## src/rtl/md_sequencer.sv

```systemverilog
// Multi-cycle unsigned multiply/divide sequencer that borrows the shared 32-bit ALU.
// Each run is 32 iterations of shift-add (multu) or restoring subtract (divu).
module md_sequencer #(
  parameter logic [2:0] OP_ADD = 3'b000,
  parameter logic [2:0] OP_SUB = 3'b001
) (
  input  logic        clk,
  input  logic        reset,
  input  logic        start,
  input  logic        mode,
  input  logic [31:0] rs_val,
  input  logic [31:0] rt_val,
  output logic        busy,
  output logic        done,
  output logic [31:0] hi,
  output logic [31:0] lo,
  output logic [31:0] alu_data1,
  output logic [31:0] alu_data2,
  output logic [2:0]  alu_op,
  input  logic [31:0] alu_ans
);

  // state | meaning
  // IDLE  | waiting for start, hi/lo hold last result
  // RUN   | iterating, ALU owned by the sequencer
  // DONE  | result valid, one-cycle done pulse; start accepted here too
  typedef enum logic [1:0] {IDLE, RUN, DONE} state_t;

  state_t      state, state_nx;
  logic [4:0]  cnt, cnt_nx;
  logic [31:0] opnd, opnd_nx;
  logic [31:0] hi_nx, lo_nx;
  logic        mode_q, mode_nx;
  logic [31:0] shl;
  logic        carry;
  logic        take;

  always_ff @(posedge clk or negedge reset) begin
    if (!reset) begin
      state  <= IDLE;
      cnt    <= 5'd0;
      opnd   <= 32'd0;
      hi     <= 32'd0;
      lo     <= 32'd0;
      mode_q <= 1'b0;
    end else begin
      state  <= state_nx;
      cnt    <= cnt_nx;
      opnd   <= opnd_nx;
      hi     <= hi_nx;
      lo     <= lo_nx;
      mode_q <= mode_nx;
    end
  end

  assign busy = (state == RUN);
  assign done = (state == DONE);

  // Partial remainder shifted left; when hi[31] is set the true value exceeds 2^32,
  // so the subtract always succeeds and wraps back into range.
  assign shl   = {hi[30:0], lo[31]};
  assign carry = (alu_ans < hi);
  assign take  = hi[31] | (shl >= opnd);

  always_comb begin
    state_nx  = state;
    cnt_nx    = cnt;
    opnd_nx   = opnd;
    hi_nx     = hi;
    lo_nx     = lo;
    mode_nx   = mode_q;
    alu_data1 = 32'd0;
    alu_data2 = 32'd0;
    alu_op    = OP_ADD;

    case (state)
      IDLE, DONE: begin
        state_nx = IDLE;
        if (start) begin
          mode_nx = mode;
          cnt_nx  = 5'd0;
          if (mode && (rt_val == 32'd0)) begin
            hi_nx    = rs_val;
            lo_nx    = 32'hFFFF_FFFF;
            state_nx = DONE;
          end else begin
            opnd_nx  = mode ? rt_val : rs_val;
            hi_nx    = 32'd0;
            lo_nx    = mode ? rs_val : rt_val;
            state_nx = RUN;
          end
        end
      end

      RUN: begin
        cnt_nx = cnt + 5'd1;
        if (mode_q) begin
          alu_data1 = shl;
          alu_data2 = opnd;
          alu_op    = OP_SUB;
          if (take) begin
            hi_nx = alu_ans;
            lo_nx = {lo[30:0], 1'b1};
          end else begin
            hi_nx = shl;
            lo_nx = {lo[30:0], 1'b0};
          end
        end else begin
          alu_data1 = hi;
          alu_data2 = opnd;
          alu_op    = OP_ADD;
          if (lo[0]) {hi_nx, lo_nx} = {carry, alu_ans, lo[31:1]};
          else       {hi_nx, lo_nx} = {1'b0, hi, lo[31:1]};
        end
        if (cnt == 5'd31) state_nx = DONE;
      end

      default: state_nx = IDLE;
    endcase
  end

endmodule

```

## config.mk

```make
export PLATFORM = sky130hd
export DESIGN_NAME = md_sequencer
export DESIGN_NICKNAME = d
export VERILOG_FILES = /design/src/rtl/md_sequencer.sv
export SDC_FILE = /design/constraint.sdc
export NUM_CORES = 1
export LEC_CHECK = 0
export BUFFER_PORTS_ARGS = -buffer_cell sky130_fd_sc_hd__clkbuf_2
export CELL_PAD_IN_SITES_DETAIL_PLACEMENT = 0
export CELL_PAD_IN_SITES_GLOBAL_PLACEMENT = 2
export CORE_MARGIN = 2
export CORE_UTILIZATION = 34
export CTS_CLUSTER_SIZE = 25
export DETAILED_ROUTE_END_ITERATION = 8
export HOLD_SLACK_MARGIN = 0.02
export MAX_ROUTING_LAYER = met4
export PLACE_DENSITY = 0.86
export SYNTH_ARGS = -nofsm -noshare
export SYNTH_HDL_FRONTEND = slang
export SYNTH_SLANG_ARGS = --single-unit
```

## constraint.sdc

```tcl
create_clock -name clk -period 3.9 [get_ports clk]
set_input_delay 0.195 -clock clk [delete_from_list [all_inputs] [get_ports clk]]
set_output_delay 0.195 -clock clk [all_outputs]
set_load 0.01 [all_outputs]
```

# Word level (Yosys, flattened, before mapping)

Cells that the tools add are included.

Register bits: 104
Word-level logic and storage cells: 49
Bits in writable memories: 0
Input bits: 100
Memory bits (read-only): 0
Memories: 0
Bits in latches: 0

Divide/modulo/power cells: 0
$mul: 0
$add $sub $neg: 1
Bitwise logic cells: 2
Reduce and logical (&&, ||, !) cells: 8
Mux-type cells: 25
Order comparisons: 2
Equal/unequal tests: 5
Shift operators: 0

Operators by type and width:

| cell                                                            | count |
|---|---|
| 32-bit 2-to-1 mux                                               | 14 |
| 32-bit one-hot mux with 2 select lines                          | 2 |
| 32-bit greater-or-equal comparator                              | 1 |
| 32-bit zero test                                                | 1 |
| 32-bit less-than comparator                                     | 1 |
| 5-bit one-hot mux with 2 select lines                           | 1 |
| 2-bit 2-to-1 mux                                                | 3 |
| 5-bit by 1-bit adder with 5-bit output, second input constant   | 1 |
| 5-bit == test, second input constant                            | 1 |
| 5-bit 2-to-1 mux                                                | 1 |
| 2-bit one-hot mux with 2 select lines                           | 1 |
| 2-bit AND reduction                                             | 2 |
| 1-bit 2-to-1 mux                                                | 3 |
| 3-bit AND reduction                                             | 1 |
| 2-bit by 1-bit == test with 1-bit output, second input constant | 1 |
| 2-bit == test, second input constant                            | 1 |
| 2-bit zero test                                                 | 1 |
| 2-bit by 1-bit != test with 1-bit output, second input constant | 1 |
| 2-bit != test, second input constant                            | 1 |
| 2-bit nonzero test                                              | 1 |
| 2-bit OR reduction                                              | 1 |
| 1-bit logical AND                                               | 1 |
| 1-bit NOT                                                       | 1 |
| 1-bit OR                                                        | 1 |

# Longest topological paths before layout

Depth in word-level cells: 5
Gate-level depth with buffers: 10

# Worst setup path after synthesis

OpenSTA, ideal clock, no wires.

Kind: register to register
Start point: register hi[20]
End point: register hi[10]
Stages on the path, launching flop included: 10
Path buffers: 1
Arrival: 2.212 ns
Path slack: 1.548 ns
Required time: 3.759 ns
Cell sequence: dfrtp_1 ha_1 a21oi_1 o21ai_1 a221oi_1 o2111ai_1 a31oi_4 buf_4 mux2i_1 a22oi_2

Longest elaborated chain between the ends: 5

Ends and longest elaborated chain:

| what                                   | RTL line | source |
|---|---|---|
| start: declaration                     | 15       | `output logic [31:0] hi,` |
| start signal: assignment               | 50       | `hi <= hi_nx;` |
| 32-bit greater-or-equal comparator     | 63       | `assign take = hi[31] \| (shl >= opnd);` |
| 1-bit OR                               | 63       |  |
| 32-bit 2-to-1 mux                      | 101      | `if (take) begin` |
| 32-bit 2-to-1 mux                      | 97       | `if (mode_q) begin` |
| 32-bit one-hot mux with 2 select lines | 76       | `case (state)` |

Every way passes these cells.
A chain may end at the register's enable or synchronous reset.

# Final worst setup path

Start point: register lo[31]
End point: register hi[31]

Longest elaborated chain between the ends: 5

Ends and longest elaborated chain:

| what                                   | RTL line | source |
|---|---|---|
| start: declaration                     | 16       | `output logic [31:0] lo,` |
| start signal: assignment               | 51       | `lo <= lo_nx;` |
| 32-bit greater-or-equal comparator     | 63       |  |
| 1-bit OR                               | 63       |  |
| 32-bit 2-to-1 mux                      | 101      |  |
| 32-bit 2-to-1 mux                      | 97       |  |
| 32-bit one-hot mux with 2 select lines | 76       |  |

Every way passes these cells.

==> out/summary.md <==
* finished, final reports clean — run status
* dfrtp_1 30%, mux2i_1 22%, ha_1 9.4% — main area contributors after synthesis
* lo[31]$_DFFE_PN0P_ — Crit. Startpoint
* yes — clock tree from TritonCTS
* 10,000 um^2 — placed inst area
* 1,323 — Net count, final
* 100% — proportion of register bits with asynchronous set or reset after synthesis
* 48.8% — worst max-slew margin expressed relative to the limit
* 30.4 mm — total detailed-routing wirelength
* 1,476 — placed cells
* hi[31]$_DFFE_PN0P_ — reg2reg end
* 163 um — horizontal die dimension
* 939 nW/um^2 — areal power density over the cells
* 0 — max-cap violations
* 9 — number of CTS-inserted buffers
* 131 ps — worst hold margin
* 10 — number of cell instances on the worst register-to-register path
* mux2i_1 — most instantiated library cell after synthesis
* 2,613 — Filler cells
* 0 — remaining routing DRC violations
* 9.15 ps — final setup skew
* 960 ps — final worst slack
* 1 — hold buffer count at cts
* 8610 um^2 — area of the mapped netlist
* 360 uV — Max VDD drop
* 104 — Num Clock Sinks
* 0 — number of setup buffers added after CTS
* input port to flip-flop — worst hold-check path type
* 2 — buffers from clock root to sink, at most
* 3190 ps — arrival time of the worst setup path
* 7,790 — number of global-route vias before repair
* 0 — number of pins with negative max-slew slack in the final report
* 5.47 nW — reported leakage power
* 30.2% — top-area cell type share of the netlist area
* 9.69 mW — Tot Pwr
* 10,300 um^2 — final design area excluding fillers
* 41.2% — share of the core filled with cells
* 26,600 um^2 — overall die area
* 23.5 mm — detailed placement HPWL
* 0 — final count of hold timing violations
* false — unrepaired setup endpoints after global routing
* 3 — worst hold stages
* 187 x mux2i_1, 104 x dfrtp_1, 90 x nand2_1 — Synth top cells by count
* 23.5% — GRT Util Overall
* 960 ps — R2R setup slack
* 4150 ps — required time of the critical path
* clkbuf_16 — CTS Root Buffer Type
* 548 — starting DRC count in detailed routing
* 233 — # IOs
* 0 — remaining antenna violation count
* 19.8% — Synth-to-Final Area Change
* 360 ps — Skew-Pair Late Insertion Delay
* 58 — standard-cell rows
* flip-flop — nature of the critical path startpoint
* 748 ps — Tightest Pin Transition
* 25,000 um^2 — Std-Cell Core Area
* 34.4% — initial cell density of the core
* 3 — H-tree level count
* 104 — count of state elements after synthesis
* 0.340 GHz — achievable clock frequency
* 5 — number of detailed-route iterations in the first pass
* 926 ps — setup slack at placement
* 0 — Warnings, synthesis
* 0 — number of cells upsized or downsized after cts
* 8.91 um^2 — Mean Syn Cell Area
* 0 ps — setup TNS
* 20 — maximum fanout encountered on the critical timing path
* 5.34 — vias per std cell
* 1,494 — post-route non-filler standard cell count
* flip-flop to flip-flop — category of the most critical setup path
* 1 — number of antenna violations at the first check in global routing
* 967 — Mapped Cells
* 24.4% — ratio of cells with drive above 1 in the final layout
* rs_val[27] — HP Start
* 7,979 — count of vias placed by the detailed router
* 230 — buffers added on ports
* 80 ps — clock edge transition at the registers on the reported setup and hold paths
* 30.2% — share of synthesized area occupied by flip-flops and latches
* 65 — largest net degree at the start of global routing
* 2940 ps — clock period minus worst slack
* dfrtp_1 — largest area contributor in the synthesized netlist
* 163 um — height of the chip
* 0 — number of enable flip-flop cells after synthesis
* 75.4% — crit share post-route
* flip-flop — Setup crit end kind
* 0 — GRT Residual Overflow
* lo[31]$_DFFE_PN0P_ — Reg-to-Reg Start
* 0.878 — RD Place Congestion
* 46.7 mm — global-route wire length before repair
* dfrtp_1 — top_reg_cell synth
* 20.4 um — average wire per standard cell
* hi[31]$_DFFE_PN0P_ — critical path endpoint
* 0 — number of setup violations in the final report
* 49 — synth unique cells
[kinds of logic (layout without fill, tap and decap cells)]
logic type | count (synthesis) | in the layout | share of synthesized area, %
buf+inv | 134 | 329 | 6.62
compound gates | 254 | 254 | 20.0
other cells | 1 | 3 | 0.0435
fa+ha+maj | 65 | 65 | 9.44
simple gates | 221 | 221 | 11.8
mux | 188 | 188 | 21.9
flops | 104 | 104 | 30.2
[cells in the final DEF, fill, tap and decap left out, types with 4 or more instances in the layout]
| cell | netlist | routed |
|---|---|---|
| nand3_1 | 8 | 8 |
| nor2_1 | 75 | 73 |
| nand2_1 | 90 | 89 |
| and4_1 | 4 | 4 |
| a21oi_1 | 58 | 57 |
| nor2b_1 | 5 | 5 |
| a21o_1 | 61 | 61 |
| nand2b_1 | 5 | 4 |
| o21ai_0 | 51 | 51 |
| o22ai_1 | 4 | 4 |
| inv_1 | 64 | 64 |
| clkbuf_2 | 0 | 228 |
| a211oi_1 | 4 | 4 |
| a22oi_2 | 6 | 6 |
| buf_4 | 4 | 19 |
| clkbuf_16 | 0 | 9 |
| dfrtp_1 | 104 | 102 |
| nor4_1 | 12 | 12 |
| nand4_1 | 10 | 10 |
| a221oi_1 | 32 | 32 |
| a22oi_1 | 23 | 23 |
| mux2i_1 | 187 | 187 |
| ha_1 | 65 | 65 |
[worst min-delay path by stage]
| stage | end | slack (ps) |
|---|---|---|
| 2_1_floorplan | cnt[0]$_DFFE_PN0P_ | -100 |
| 3_3_place_gp | lo[25]$_DFFE_PN0P_ | 260 |
| 3_5_place_dp | lo[25]$_DFFE_PN0P_ | 280 |
| 4_1_cts | hi[27]$_DFFE_PN0P_ | 120 |
| 5_1_grt | hi[27]$_DFFE_PN0P_ | 150 |
| 6_report | hi[27]$_DFFE_PN0P_ | 130 |
[flip-flops by register name, indices dropped and copies added (netlist names)]
register,flops
cnt,5
hi,32
state,2
lo,32
mode_q,1
opnd,32
[routing by layer]
metal | routed length [um] | track usage, % | vias up
li1 | - | - | 3885
met1 | 15100 | 34.1 | 3851
met2 | 13700 | 35.6 | 220
met3 | 1270 | 2.49 | 23
met4 | 398 | 4.59 | 0
met5 | 0 | - | -
[where the power goes]
| group | switching, mW | internal [mW] | leakage, nW | total (mW) |
|---|---|---|---|---|
| clock | 0.460 | 0.502 | 0.139 | 0.962 |
| sequential | 0.898 | 1.65 | 1.23 | 2.55 |
| combinational | 3.42 | 2.75 | 4.10 | 6.18 |
| total | 4.78 | 4.91 | 5.47 | 9.69 |
[critical path: stages, from the launching register on]
cell and delay [ps]:
dfrtp_1 610, inv_1 90, ha_1 290, nor2b_1 50
o21ai_0 230, a211oi_1 130, o41ai_1 640, a31oi_4 150
buf_4 280, mux2i_1 160, o21a_1 180
[area by class of cell]
class	count	area (um^2)	share of cell area (%)
diodes	1	2.50	0.0242
clock buffers	10	229	2.22
clock inverters	6	67.6	0.655
inverters	65	244	2.36
multi-input cells	730	5460	52.9
flip-flops and latches	104	2610	25.3
well taps	330	413	4.00
repair buffers	248	1290	12.5
No activity file was read; power rests on OpenSTA's default activity.
